### config.mk
export PLATFORM = sky130hd
export DESIGN_NAME = nrisc_control_alu_flat
export DESIGN_NICKNAME = d
export VERILOG_FILES = /design/src/rtl/nrisc_control_alu_if.sv /design/src/rtl/nrisc_control_alu.sv /design/src/flat_wrapper.sv
export SDC_FILE = /design/constraint.sdc
export NUM_CORES = 1
export LEC_CHECK = 0
export ABC_AREA = 1
export BUFFER_PORTS_ARGS = -buffer_cell sky130_fd_sc_hd__buf_2
export CORE_AREA = 2 2 62 79
export CTS_BUF_LIST = sky130_fd_sc_hd__clkbuf_4 sky130_fd_sc_hd__clkbuf_8 sky130_fd_sc_hd__clkbuf_16
export DETAILED_ROUTE_END_ITERATION = 10
export DIE_AREA = 0 0 64 81
export GPL_ROUTABILITY_DRIVEN = 0
export HOLD_SLACK_MARGIN = 0.02
export PLACE_DENSITY = 0.8
export SYNTH_ARGS = -nofsm -noshare
export SYNTH_HDL_FRONTEND = slang
export SYNTH_SLANG_ARGS = --single-unit
export TNS_END_PERCENT = 10
### constraint.sdc
create_clock -name CLK -period 16.1 [get_ports CLK]
set_input_delay 4.83 -clock CLK [delete_from_list [all_inputs] [get_ports CLK]]
set_output_delay 4.83 -clock CLK [all_outputs]
set_load 0.02 [all_outputs]
### src/rtl/nrisc_control_alu_if.sv
// Bundle of the decode/ALU signals shared between the datapath driver and
// the nrisc control + ALU block.
interface nrisc_control_alu_if #(
    parameter int WIDTH = 8
);
    logic [2:0]       opcode;
    logic [WIDTH-1:0] alu_a;
    logic [WIDTH-1:0] alu_b;
    logic [WIDTH-1:0] mem_data;

    logic [1:0]       ula_op;
    logic             gz;
    logic             esc_pc;
    logic             esc_mem;
    logic             ler_mem;
    logic             esc_reg;
    logic             reg_fonte;
    logic [WIDTH-1:0] alu_out;
    logic             zero;
    logic             branch_taken;
    logic [WIDTH-1:0] wb_data;
    logic             halted;

    modport master (
        output opcode, alu_a, alu_b, mem_data,
        input  ula_op, gz, esc_pc, esc_mem, ler_mem, esc_reg, reg_fonte,
        input  alu_out, zero, branch_taken, wb_data, halted
    );

    modport slave (
        input  opcode, alu_a, alu_b, mem_data,
        output ula_op, gz, esc_pc, esc_mem, ler_mem, esc_reg, reg_fonte,
        output alu_out, zero, branch_taken, wb_data, halted
    );
endinterface

### src/rtl/nrisc_control_alu.sv
// Combinational opcode decode, ALU and write-back mux for the nrisc core;
// the only state is the sticky halt flag.
module nrisc_control_alu #(
    parameter int WIDTH = 8
) (
    input logic                CLK,
    input logic                RESET,
    nrisc_control_alu_if.slave bus
);

    typedef enum logic [2:0] {
        OP_ADD  = 3'b000,
        OP_SUB  = 3'b001,
        OP_MUL  = 3'b010,
        OP_LW   = 3'b011,
        OP_SW   = 3'b100,
        OP_BGZ  = 3'b101,
        OP_NOP  = 3'b110,
        OP_HALT = 3'b111
    } opcode_e;

    logic             halted_q;
    logic             halted_d;

    logic [1:0]       dec_ula_op;
    logic             dec_esc_reg;
    logic             dec_reg_fonte;
    logic             dec_ler_mem;
    logic             dec_esc_mem;
    logic             dec_gz;
    logic             dec_esc_pc;

    logic             run;
    logic [1:0]       ula_op;
    logic [2*WIDTH-1:0] prod;
    logic [WIDTH-1:0] alu_out;

    always_comb begin
        dec_ula_op    = 2'b00;
        dec_esc_reg   = 1'b0;
        dec_reg_fonte = 1'b0;
        dec_ler_mem   = 1'b0;
        dec_esc_mem   = 1'b0;
        dec_gz        = 1'b0;
        dec_esc_pc    = 1'b1;
        case (opcode_e'(bus.opcode))
            OP_ADD: begin
                dec_esc_reg = 1'b1;
            end
            OP_SUB: begin
                dec_ula_op  = 2'b01;
                dec_esc_reg = 1'b1;
            end
            OP_MUL: begin
                dec_ula_op  = 2'b10;
                dec_esc_reg = 1'b1;
            end
            OP_LW: begin
                dec_esc_reg   = 1'b1;
                dec_reg_fonte = 1'b1;
                dec_ler_mem   = 1'b1;
            end
            OP_SW: begin
                dec_esc_mem = 1'b1;
            end
            OP_BGZ: begin
                dec_ula_op = 2'b11;
                dec_gz     = 1'b1;
            end
            OP_NOP: begin
            end
            OP_HALT: begin
                dec_esc_pc = 1'b0;
            end
            default: begin
                dec_esc_pc = 1'b0;
            end
        endcase
    end

    // Reset and halt both force every control line to its inert value.
    assign run = RESET & ~halted_q;

    always_comb begin
        halted_d = halted_q;
        if (bus.opcode == OP_HALT) begin
            halted_d = 1'b1;
        end
    end

    always_ff @(posedge CLK or negedge RESET) begin
        if (!RESET) begin
            halted_q <= 1'b0;
        end else begin
            halted_q <= halted_d;
        end
    end

    assign ula_op = run ? dec_ula_op : 2'b00;
    assign prod   = {{WIDTH{1'b0}}, bus.alu_a} * {{WIDTH{1'b0}}, bus.alu_b};

    always_comb begin
        alu_out = bus.alu_a;
        case (ula_op)
            2'b00:   alu_out = bus.alu_a + bus.alu_b;
            2'b01:   alu_out = bus.alu_a - bus.alu_b;
            2'b10:   alu_out = prod[WIDTH-1:0];
            default: alu_out = bus.alu_a;
        endcase
    end

    assign bus.ula_op       = ula_op;
    assign bus.esc_reg      = run & dec_esc_reg;
    assign bus.reg_fonte    = run & dec_reg_fonte;
    assign bus.ler_mem      = run & dec_ler_mem;
    assign bus.esc_mem      = run & dec_esc_mem;
    assign bus.gz           = run & dec_gz;
    assign bus.esc_pc       = run & dec_esc_pc;
    assign bus.alu_out      = alu_out;
    assign bus.zero         = (alu_out == '0);
    // Positive in two's complement: non-zero with a clear sign bit.
    assign bus.branch_taken = run & dec_gz & (alu_out != '0) & ~alu_out[WIDTH-1];
    assign bus.wb_data      = (run & dec_reg_fonte) ? bus.mem_data : alu_out;
    assign bus.halted       = halted_q;

endmodule

### src/flat_wrapper.sv
// flat-port wrapper written by rule: the top's interface ports become plain ports
module nrisc_control_alu_flat 
#(
    parameter int WIDTH = 8
)
  (CLK, RESET, bus_opcode, bus_alu_a, bus_alu_b, bus_mem_data, bus_ula_op, bus_gz, bus_esc_pc, bus_esc_mem, bus_ler_mem, bus_esc_reg, bus_reg_fonte, bus_alu_out, bus_zero, bus_branch_taken, bus_wb_data, bus_halted);
  nrisc_control_alu_if #(.WIDTH(WIDTH)) bus_i ();
  input logic CLK;
  input logic RESET;
  input wire logic [$bits(bus_i.opcode)-1:0] bus_opcode;
  input wire logic [$bits(bus_i.alu_a)-1:0] bus_alu_a;
  input wire logic [$bits(bus_i.alu_b)-1:0] bus_alu_b;
  input wire logic [$bits(bus_i.mem_data)-1:0] bus_mem_data;
  output wire logic [$bits(bus_i.ula_op)-1:0] bus_ula_op;
  output wire logic [$bits(bus_i.gz)-1:0] bus_gz;
  output wire logic [$bits(bus_i.esc_pc)-1:0] bus_esc_pc;
  output wire logic [$bits(bus_i.esc_mem)-1:0] bus_esc_mem;
  output wire logic [$bits(bus_i.ler_mem)-1:0] bus_ler_mem;
  output wire logic [$bits(bus_i.esc_reg)-1:0] bus_esc_reg;
  output wire logic [$bits(bus_i.reg_fonte)-1:0] bus_reg_fonte;
  output wire logic [$bits(bus_i.alu_out)-1:0] bus_alu_out;
  output wire logic [$bits(bus_i.zero)-1:0] bus_zero;
  output wire logic [$bits(bus_i.branch_taken)-1:0] bus_branch_taken;
  output wire logic [$bits(bus_i.wb_data)-1:0] bus_wb_data;
  output wire logic [$bits(bus_i.halted)-1:0] bus_halted;
  assign bus_i.opcode = bus_opcode;
  assign bus_i.alu_a = bus_alu_a;
  assign bus_i.alu_b = bus_alu_b;
  assign bus_i.mem_data = bus_mem_data;
  assign bus_ula_op = bus_i.ula_op;
  assign bus_gz = bus_i.gz;
  assign bus_esc_pc = bus_i.esc_pc;
  assign bus_esc_mem = bus_i.esc_mem;
  assign bus_ler_mem = bus_i.ler_mem;
  assign bus_esc_reg = bus_i.esc_reg;
  assign bus_reg_fonte = bus_i.reg_fonte;
  assign bus_alu_out = bus_i.alu_out;
  assign bus_zero = bus_i.zero;
  assign bus_branch_taken = bus_i.branch_taken;
  assign bus_wb_data = bus_i.wb_data;
  assign bus_halted = bus_i.halted;
  nrisc_control_alu #(.WIDTH(WIDTH)) u_core (.CLK(CLK), .RESET(RESET), .bus(bus_i));
endmodule
# After elaboration in Yosys (flattened, before gate mapping)
# Cells that the tools add are included.
totals:
  ff_bits: 1
  inputBits: 29
op_classes:
  add_sub_neg: 2
  mul: 1
  n_eq_ne: 8
  mux: 9
  bitwise_logic: 10
  reduce_logical: 5
ops:
  columns: ["op", "count"]
  rows:
  - ["one-hot mux 8 bit (3 select lines)", 1]
  - ["equality test 3 bit, second input constant", 3]
  - ["adder 8 bit", 1]
  - ["bitwise AND 1 bit", 8]
  - ["logical NOT 8 bit", 1]
  - ["multiplier 8 x 8 -> 8 bit", 1]
  - ["two-way mux 8 bit", 1]
  - ["nonzero test 8 bit", 1]
  - ["subtractor 8 bit", 1]
  - ["equality test 3 x 2 -> 1 bit, second input constant", 2]
  - ["one-hot mux 2 bit (3 select lines)", 1]
  - ["two-way mux 1 bit", 5]
  - ["OR reduction 4 bit", 1]
  - ["equality test 3 x 1 -> 1 bit, second input constant", 1]
  - ["logical NOT 3 bit", 1]
  - ["equality test 2 x 1 -> 1 bit, second input constant", 1]
  - ["equality test 2 bit, second input constant", 1]
  - ["logical NOT 2 bit", 1]
  - ["two-way mux 2 bit", 1]
  - ["inverter 1 bit", 2]

# Depth between registers and ports, before layout
# Gate-level depths: netlist of run 1.
depth:
  ltp_word: 8
  mapped_depth: 24
  depth_no_buf: 23

# Worst setup path before layout of run 1
# No wires, ideal clock.
synth_timing:
  path_type: "input port to output port"
  from: "in bus_alu_b[4]"
  to: "out bus_wb_data[6]"
  t_arrival_ns: 8.706
  t_required_ns: 11.270
  setup_slack_ns: 2.564
  stages: 15
  path_buffers: 1
  cell_sequence: "buf_2 > nand2_1 > fa_1 > fa_1 > inv_1 > fa_1 > inv_1 > fa_1 > inv_1 > ha_1 > xor2_1 > or2_2 > nand3_1 > inv_1 > o21ai_0"
synth_via:
  elab_chain_len: 3
  word_cells_on_any_way: 5
  cone_classes: "add/sub: 2; mul: 1; mux: 2"
synth_rtl:
  columns: ["element", "line_no", "rtl"]
  rows:
  - ["from (decl)", "flat_wrapper.sv:12", "input wire logic [$bits(bus_i.alu_b)-1:0] bus_alu_b;"]
  - ["multiplier 8 x 8 -> 8 bit (tied with other cells)", "nrisc_control_alu.sv:100", "assign prod = {{WIDTH{1'b0}}, bus.alu_a} * {{WIDTH{1'b0}}, bus.alu_b};"]
  - ["one-hot mux 8 bit (3 select lines) *", "nrisc_control_alu.sv:104", "case (ula_op)"]
  - ["via bus_alu_out[6]", "flat_wrapper.sv:21", "output wire logic [$bits(bus_i.alu_out)-1:0] bus_alu_out;"]
  - ["two-way mux 8 bit *", "nrisc_control_alu.sv:123", "assign bus.wb_data = (run & dec_reg_fonte) ? bus.mem_data : alu_out;"]
  - ["to (decl)", "flat_wrapper.sv:24", "output wire logic [$bits(bus_i.wb_data)-1:0] bus_wb_data;"]
# The timed path passes the listed nets; every way through them passes the cells marked *.

# Worst setup path after layout of run 1
layout_timing:
  from: "in bus_alu_a[1]"
  to: "out bus_branch_taken"
layout_via:
  elab_chain_len: 5
  word_cells_on_any_way: 8
  cone_classes: "add/sub: 2; mul: 1; mux: 1; bitwise: 3; reduce/logical: 1"
layout_rtl:
  columns: ["element", "line_no", "rtl"]
  rows:
  - ["from (decl)", "flat_wrapper.sv:11", "input wire logic [$bits(bus_i.alu_a)-1:0] bus_alu_a;"]
  - ["multiplier 8 x 8 -> 8 bit (tied with other cells)", "nrisc_control_alu.sv:100", null]
  - ["one-hot mux 8 bit (3 select lines) *", "nrisc_control_alu.sv:104", null]
  - ["nonzero test 8 bit", "nrisc_control_alu.sv:122", "assign bus.branch_taken = run & dec_gz & (alu_out != '0) & ~alu_out[WIDTH-1];"]
  - ["bitwise AND 1 bit", "nrisc_control_alu.sv:122", null]
  - ["bitwise AND 1 bit *", "nrisc_control_alu.sv:122", null]
  - ["to (decl)", "flat_wrapper.sv:23", "output wire logic [$bits(bus_i.branch_taken)-1:0] bus_branch_taken;"]
# Mark *: on every way between the ends. The rest lies on a longest branch, timed or not.

==> results of run 1 <==
[how the worst min path moves through the flow]
stage                                  from                 to  slack, ns  depth (start not counted)
after global routing      u_core.bus.halted  u_core.bus.halted       0.52                          2
after floorplan           u_core.bus.halted  u_core.bus.halted       0.61                          2
after detailed placement  u_core.bus.halted  u_core.bus.halted       0.49                          2
after global placement    u_core.bus.halted  u_core.bus.halted       0.47                          2
after CTS                 u_core.bus.halted  u_core.bus.halted       0.48                          2
final                     u_core.bus.halted  u_core.bus.halted       0.47                          2
[cell families after synthesis]
kind of cell | synth area share [%]
AND/OR/NAND/NOR | 37.21
buffers and inverters | 18.15
adder cells (fa/ha/maj) | 29.59
flip-flops | 1.292
XOR/XNOR | 5.427
AO/OA/AOI/OAI | 8.334
[final cells by class]
| class | instances | area [sq um] |
|---|---|---|
| tap | 60 | 75.07 |
| sequential | 1 | 25.02 |
| inverter | 81 | 304.0 |
| fill | 470 | 2280 |
| multi-input combinational | 240 | 1560 |
| timing repair buffer | 55 | 275.3 |
[through the flow]
stage	instances	setup WS, ns
after floorplan	331	2.564
after global placement	437	2.796
after detailed placement	437	2.741
after CTS	437	2.731
after global routing	437	2.430
final	437	2.737
[synthesized netlist by cell type, drive strengths merged]
| master | number | share of area [%] |
|---|---|---|
| a21o | 1 | 0.39 |
| a21oi | 8 | 2.1 |
| a22oi | 1 | 0.39 |
| a31oi | 3 | 0.97 |
| buf | 9 | 2.5 |
| clkinv | 1 | 0.19 |
| dfrtp | 1 | 1.3 |
| fa | 13 | 13 |
| ha | 25 | 16 |
| inv | 80 | 16 |
| nand2 | 117 | 24 |
| nand2b | 1 | 0.32 |
| nand3 | 26 | 7.2 |
| nand3b | 1 | 0.39 |
| nor2 | 12 | 3.2 |
| nor3 | 1 | 0.26 |
| o211ai | 2 | 1.0 |
| o21ai | 7 | 1.8 |
| o221ai | 2 | 0.90 |
| o31ai | 2 | 0.77 |
| or2 | 6 | 1.9 |
| xnor2 | 3 | 1.4 |
| xor2 | 9 | 4.1 |
[worst max-delay path, delay by kind of cell]
family,cells,cell delay (ns)
adder cells (fa/ha/maj),5,2.34
buffers and inverters,6,0.58
AND/OR/NAND/NOR,3,0.48
XOR/XNOR,1,0.17
AO/OA/AOI/OAI,1,0.14
[placed cells by master, fill, tap and decap left out, types with 3 or more instances in the layout]
master / instances
xor2_1: 9
ha_1: 25
inv_2: 4
buf_2: 55
or2_2: 4
a31oi_1: 3
nand2_1: 112
xnor2_1: 3
nor2_1: 9
fa_1: 13
o21ai_0: 5
a21oi_1: 8
nand2_2: 3
nand3_1: 24
inv_1: 76
[metal layers]
layer / global-route usage, % / up-vias / wire [microns]
li1: - / 1089 / -
met1: 24.20 / 939 / 1949
met2: 34.90 / 70 / 2430
met3: 1.385 / 10 / 340
met4: 4.348 / 0 / 86
met5: 0 / - / 0
[power by group]
group          internal (W)  switching, W
Combinational     0.0000382     0.0000657
Sequential       0.00000256             0
Clock                     0             0
Total             0.0000408     0.0000657
==> impl_results.md, run 1 <==
- Final setup fails: 0
- Critical path type: primary input to output pin
- Peak VDD IR: between 20 and 25 uV
- Port bufs: 55
- Final total power: 0.0001064 W
- First-pass GRT wire length: 8183 microns
- Hold_ws: 0.4750 ns
- R2R cell count: 2
- Skew final: 0 ns
- WP data arrival: 8.53 ns
- Setup bufs post-CTS: 0
- Initial Util: a little over two fifths
- Sequential fraction of the synthesis area: 1.292%
- WL/cell: between 10 and 15 microns
- Cell area after synthesis: 0.001937 sq mm
- DP HPWL: approximately 4200 microns
- Area Overhead vs Synth: 15.63%
- Final Util: about half
- Max Fclk: roughly 75 MHz
- Unrepaired setup endpoints after global routing: false
- Final Cell Area: 0.002240 sq mm
- Antenna Nets Post-Route: 0
- Static leakage: 1.488 nW
- Gr usage total: about a fifth
- Max stage delay cell, worst path: fa_1
- Die Width: between 60 and 70 microns
- Crit path max fanout: 9
- FF-to-FF Start: u_core.bus.halted
- Slowest stage delay, CP: 0.55 ns
- CP Data Required Time: roughly 11 ns
- Hold Fails Final Rpt: 0
- Final Cycle Share: 83.00%
- Largest net degree at the start of global routing: 12
- Reg clk slew, reported paths: 0 ns
- Setup TNS: 0 ns
- Crit. End Element: output pin
- DRT Pass-1 Iters: 4
- #FFs+latches synth: 1
- Status: completed
- Synth Net Count: between 300 and 400
- Crit path to: bus_branch_taken
- Synth Warn #: 0
- Worst flop-to-flop path endpoint: u_core.bus.halted
- Hold crit path type: flip-flop to flip-flop
- Tmin final: 13.36 ns
- Via count: 2108
- DRT iter0 DRCs: roughly 90
- N_diodes: 0
- PD cells: 47.53 mW/mm^2
- Total Wirelength: 4807 microns
- Vias in the first global route: 1911
- Gate Count Post-Synth: roughly 330
- Hold Buf Count CTS: 0
- Critical-path cell list: buf_2 > nand2_1 > fa_1 > fa_1 > inv_1 > fa_1 > inv_1 > fa_1 > inv_1 > ha_1 > xor2_1 > or2_2 > nand3_1 > inv_1 > a21oi_1 > buf_2
- Initial antenna violation count: 0
- DRC Markers: 0
- DP Area: between 0.002 and 0.0025 sq mm
- Rel. slew slack: between 70% and 80%
- Crit. Startpoint: bus_alu_a[1]
- Count of cell types in the netlist: 34
- Clk_lat worst skew: 0 ns
- Avg Cell Area, Syn: just under 6 sq um
- Max Cap Viol: 0
- Vias per cell: 4.824
- R2R Setup Slk: 15.50 ns
- CTS resizes: 0
- Worst slew pin tran: a little over 0.4 ns
- # rows: 28
- GRT overflow: 0
- DIE HEIGHT: between 80 and 90 microns
- Nets: 446
- Die area: 0.005184 sq mm
- Core area: 0.004519 sq mm
- Share of cells above drive strength 1: 19.63%
- Startpoint types: primary input
- Max reg flops: 1
- Io pins: 56
- Final slew viol count: 0
No activity file was read; power rests on OpenSTA's default activity.
==> inputs of run 2 (changes only) <==
PLACE_DENSITY = 0.83   (was 0.8)
clock period = 12.2 ns   (was 16.1 ns; I/O delays follow)
==> run 2 against run 1 <==
Against the previous run: combinational power rose by 31%; die area is the same; first-iteration DRC count down 20%; core utilization is the same; sequential share of layout area unchanged; via count is 0.14% lower; clock skew stayed put; power up 31%; largest power group unchanged; routed wire length is 1.5% lower; flip-flop and latch count is the same; sequential power rose by 32%; worst setup slack worse by 1.5 ns.
==> impl_results.md, run 2 (same netlist as run 1, synthesis figures left out) <==
- Status: completed
- Io pins: 56
- Via count: 2105
- Worst slew pin tran: 0.3816 ns
- Startpoint types: primary input
- DRC Markers: 0
- Total Wirelength: 4734 microns
- Die area: about 0.0052 sq mm
- # rows: 28
- Clk_lat worst skew: 0 ns
- Peak VDD IR: 32.86 uV
- Tmin final: roughly 11 ns
- Hold_ws: between 0.4 and 0.5 ns
- Final Cycle Share: about nine tenths
- Skew final: 0 ns
- Initial Util: between 40% and 50%
- Nets: about 450
- First-pass GRT wire length: 8273 microns
- DRT iter0 DRCs: 70
- Rel. slew slack: 74.29%
- R2R Setup Slk: 11.60 ns
- Port bufs: 55
- Critical-path cell list: buf_2 > nand2_1 > fa_1 > fa_1 > inv_1 > fa_1 > inv_1 > fa_1 > inv_1 > ha_1 > xor2_1 > or2_2 > nand3_1 > inv_1 > a21oi_1 > buf_2
- Crit. Startpoint: bus_alu_a[1]
- Initial antenna violation count: 0
- Setup TNS: 0 ns
- Core area: between 0.004 and 0.005 sq mm
- CTS resizes: 0
- DIE HEIGHT: 81 microns
- Final slew viol count: 0
- Crit path to: bus_branch_taken
- Worst flop-to-flop path endpoint: u_core.bus.halted
- PD cells: roughly 62 mW/mm^2
- Die Width: 64 microns
- Share of cells above drive strength 1: 19.63%
- Reg clk slew, reported paths: 0 ns
- Fillers: 467
- Antenna Nets Post-Route: 0
- WP data arrival: 7.33 ns
- CP Data Required Time: about 8.5 ns
- Critical path type: primary input to output pin
- Slowest stage delay, CP: between 0.5 and 0.6 ns
- Static leakage: 1.488 nW
- Vias in the first global route: 2015
- Final setup fails: 0
- Gr usage total: 19.14%
- Crit. End Element: output pin
- Area Overhead vs Synth: 15.63%
- Max Cap Viol: 0
- Hold Fails Final Rpt: 0
- Max reg flops: 1
- Max Fclk: a little over 90 MHz
- Max stage delay cell, worst path: fa_1
- Vias per cell: a little under 5
- Unrepaired setup endpoints after global routing: false
- Hold Buf Count CTS: 0
- DP HPWL: ~4200 microns
- R2R cell count: 2
- WL/cell: 10.83 microns
- DRT Pass-1 Iters: 6
- Hold crit path type: flip-flop to flip-flop
- Setup bufs post-CTS: 0
- Crit path max fanout: 9
- GRT overflow: 0
- Most frequent cells in the layout: nand2_1 (112), inv_1 (76), buf_2 (55)
- FF-to-FF Start: u_core.bus.halted
- Final total power: about 0.00014 W
- Largest net degree at the start of global routing: 12
- Commonest non-fill, non-tap cell in the layout: nand2_1
- N_diodes: 0
-- run 2: cell counts in the layout (fill, tap and decap cells not counted) --
No cell type changed its count.
-- run 2: how the worst min path moves through the flow --
stage | start | end | slack (ns) | cells past startpoint
6_report | u_core.bus.halted | u_core.bus.halted | 0.47 | 2
5_1_grt | u_core.bus.halted | u_core.bus.halted | 0.51 | 2
4_1_cts | u_core.bus.halted | u_core.bus.halted | 0.47 | 2
3_5_place_dp | u_core.bus.halted | u_core.bus.halted | 0.47 | 2
3_3_place_gp | u_core.bus.halted | u_core.bus.halted | 0.47 | 2
2_1_floorplan | u_core.bus.halted | u_core.bus.halted | 0.61 | 2
-- run 2: metal layers --
layer | part of all wire, % | track usage [%]
met5 | 0 | 0
met1 | 42 | 22.72
met3 | 7.8 | 1.524
met4 | 1.4 | 3.696
met2 | 48 | 37.29
-- run 2: cell type report --
type | instances | area (sq um) | area share [%]
flip-flops and latches | 1 | 25.02 | 1.117
repair buffers | 55 | 275.3 | 12.29
multi-input cells | 240 | 1560 | 69.66
inverters | 81 | 304.0 | 13.58
well taps | 60 | 75.07 | 3.352
-- run 2: report_power, final --
group	total [W]	leakage, nW	switching, W	internal (W)
Combinational	0.000136	1.48	0.0000856	0.0000504
Sequential	0.00000338	0.00875	0	0.00000338
Clock	0	0	0	0
Total	0.000139	1.49	0.0000856	0.0000538
-- run 2: worst max-delay path, delay by kind of cell --
family | cells | cell delay (ns)
fa+ha+maj | 5 | 2.33
buf+inv | 6 | 0.56
simple gates | 3 | 0.48
xor+xnor | 1 | 0.17
compound gates | 1 | 0.14
-- run 2: per-stage QoR --
stage / area [sq um] / utilization (%) / worst slack (ns) / std cells
5_1_grt: 2240 / 49.56 / 0.9382 / 437
6_report: 2240 / 49.56 / 1.207 / 437
3_3_place_gp: 2240 / 49.56 / 1.232 / 437
3_5_place_dp: 2240 / 49.56 / 1.199 / 437
4_1_cts: 2240 / 49.56 / 1.196 / 437
2_1_floorplan: 1937 / - / 1.004 / 331
==> inputs of run 3 (changes only) <==
BUFFER_PORTS_ARGS = -buffer_cell sky130_fd_sc_hd__buf_4   (was -buffer_cell sky130_fd_sc_hd__buf_2)
==> run 3 against run 2 <==
Against the previous run: sequential power about the same; combinational power grew 7%; critical path type unchanged; final cell count stayed put; power increased by 6.1%; register-to-register slack hardly changed; largest cell class unchanged.
==> impl_results.md, run 3 (same netlist as run 1, synthesis figures left out) <==
- Vias in the first global route: 2020
- Clk_lat worst skew: 0 ns
- Static leakage: 1.528 nW
- Antenna Nets Post-Route: 0
- Port bufs: 55
- PnR worst setup slack: 1.252 ns
- Met1 layer usage reported by global route: 21.49%
- Multi-input combinational cell area: 0.001560 sq mm
- # rows: 28
- Grt peak-use layer: met2
- Met2 Resource Use GR: 37.71%
- N_diodes: 0
- GRT overflow: 0
- Final slew viol count: 0
- DRC Markers: 0
- Worst slew pin tran: 0.4073 ns
- Most frequent cells in the layout: nand2_1 (112), inv_1 (76), buf_4 (55)
- First-pass GRT wire length: 8252 microns
- Critical path type: primary input to output pin
- Setup bufs post-CTS: 0
- Via count: 2116
- Crit. End Element: output pin
- Crit path max fanout: 9
- DP HPWL: 4259 microns
- Hold crit path type: flip-flop to flip-flop
- Largest net degree at the start of global routing: 12
- Unrepaired setup endpoints after global routing: false
- Pre-CTS setup slack: 1.246 ns
- Share of cells above drive strength 1: 19.63%
- Vias per cell: 4.842
- Grt met3 use: 2.216%
- DIE HEIGHT: 81 microns
- WP data arrival: about 7.3 ns
- Core area: approximately 0.0045 sq mm
- Total Wirelength: between 4000 and 5000 microns
- DRT iter0 DRCs: 73
- Status: completed
- Max Cap Viol: 0
- Rel. slew slack: ~73%
- R2R Setup Slk: 11.59 ns
- Nets: roughly 450
- Gr usage total: approximately a fifth
- Peak VDD IR: between 20 and 30 uV
- WL/cell: roughly 11 microns
- Setup TNS: 0 ns
- Tmin final: 10.95 ns
- Critical-path cell list: buf_4 > nand2_1 > fa_1 > fa_1 > inv_1 > fa_1 > inv_1 > fa_1 > inv_1 > ha_1 > xor2_1 > or2_2 > nand3_1 > inv_1 > o21ai_0 > buf_4
- CTS resizes: 0
- Reg clk slew, reported paths: 0 ns
- Max reg flops: 1
- Register area: between 20 and 30 sq um
- Commonest non-fill, non-tap cell in the layout: nand2_1
- Area Overhead vs Synth: 22.74%
- Startpoint types: primary input
- Final setup fails: 0
- Final total power: 0.0001480 W
- Slowest stage delay, CP: 0.55 ns
- Io pins: 56
- DRT Pass-1 Iters: 4
- Initial Util: 42.86%
- Die Width: 64 microns
- Final Cycle Share: 89.74%
- Fillers: approximately 470
- Max stage delay cell, worst path: fa_1
- Final Cell Area: 0.002377 sq mm
- Skew final: 0 ns
- CP Data Required Time: about 8.5 ns
- Die area: 0.005184 sq mm
- Max Fclk: 91.34 MHz
- Initial antenna violation count: 0
- Hold Buf Count CTS: 0
- Hold Fails Final Rpt: 0
- DP Area: 0.002377 sq mm
- PD cells: 62.25 mW/mm^2
run 3: cell counts in the layout (fill, tap and decap cells not counted):
No cell type changed its count.
run 3: cell type report:
class                           count  area share (%)
Multi-Input combinational cell    240           65.63
Timing Repair Buffer               55           17.37
Inverter                           81           12.79
Tap cell                           60           3.158
Sequential cell                     1           1.053
run 3: final timing paths:
path                                    from           endpoint  cells past startpoint
max in group asynchronous              RESET  u_core.bus.halted                      1
min in group asynchronous              RESET  u_core.bus.halted                      1
setup reg to reg           u_core.bus.halted  u_core.bus.halted                      2
setup / recovery                bus_alu_a[1]     bus_wb_data[6]                     16
hold / removal             u_core.bus.halted  u_core.bus.halted                      2
hold reg to reg            u_core.bus.halted  u_core.bus.halted                      2
run 3: where the power goes:
group	switching (W)	internal [W]
combinational	0.0000857	0.0000589
clock	0	0
sequential	0	0.00000338
total	0.0000857	0.0000623
run 3: worst max-delay path: cells and delay by family:
kind | cells | cell delay (ns)
xor+xnor | 1 | 0.17
buf+inv | 6 | 0.52
compound gates | 1 | 0.15
simple gates | 3 | 0.46
fa+ha+maj | 5 | 2.33
run 3: metal layers:
| metal | routed length (microns) | vias up |
|---|---|---|
| li1 | - | 1093 |
| met1 | 1898 | 928 |
| met2 | 2381 | 87 |
| met3 | 459 | 8 |
| met4 | 65 | 0 |
| met5 | 0 | - |
run 3: per-stage QoR:
step	std cells	util, %	hold WS (ns)
floorplan	331	-	0.6055
global placement	437	52.60	0.4765
detailed placement	437	52.60	0.4846
CTS	437	52.60	0.4866
global route	437	52.60	0.5165
finish	437	52.60	0.4820
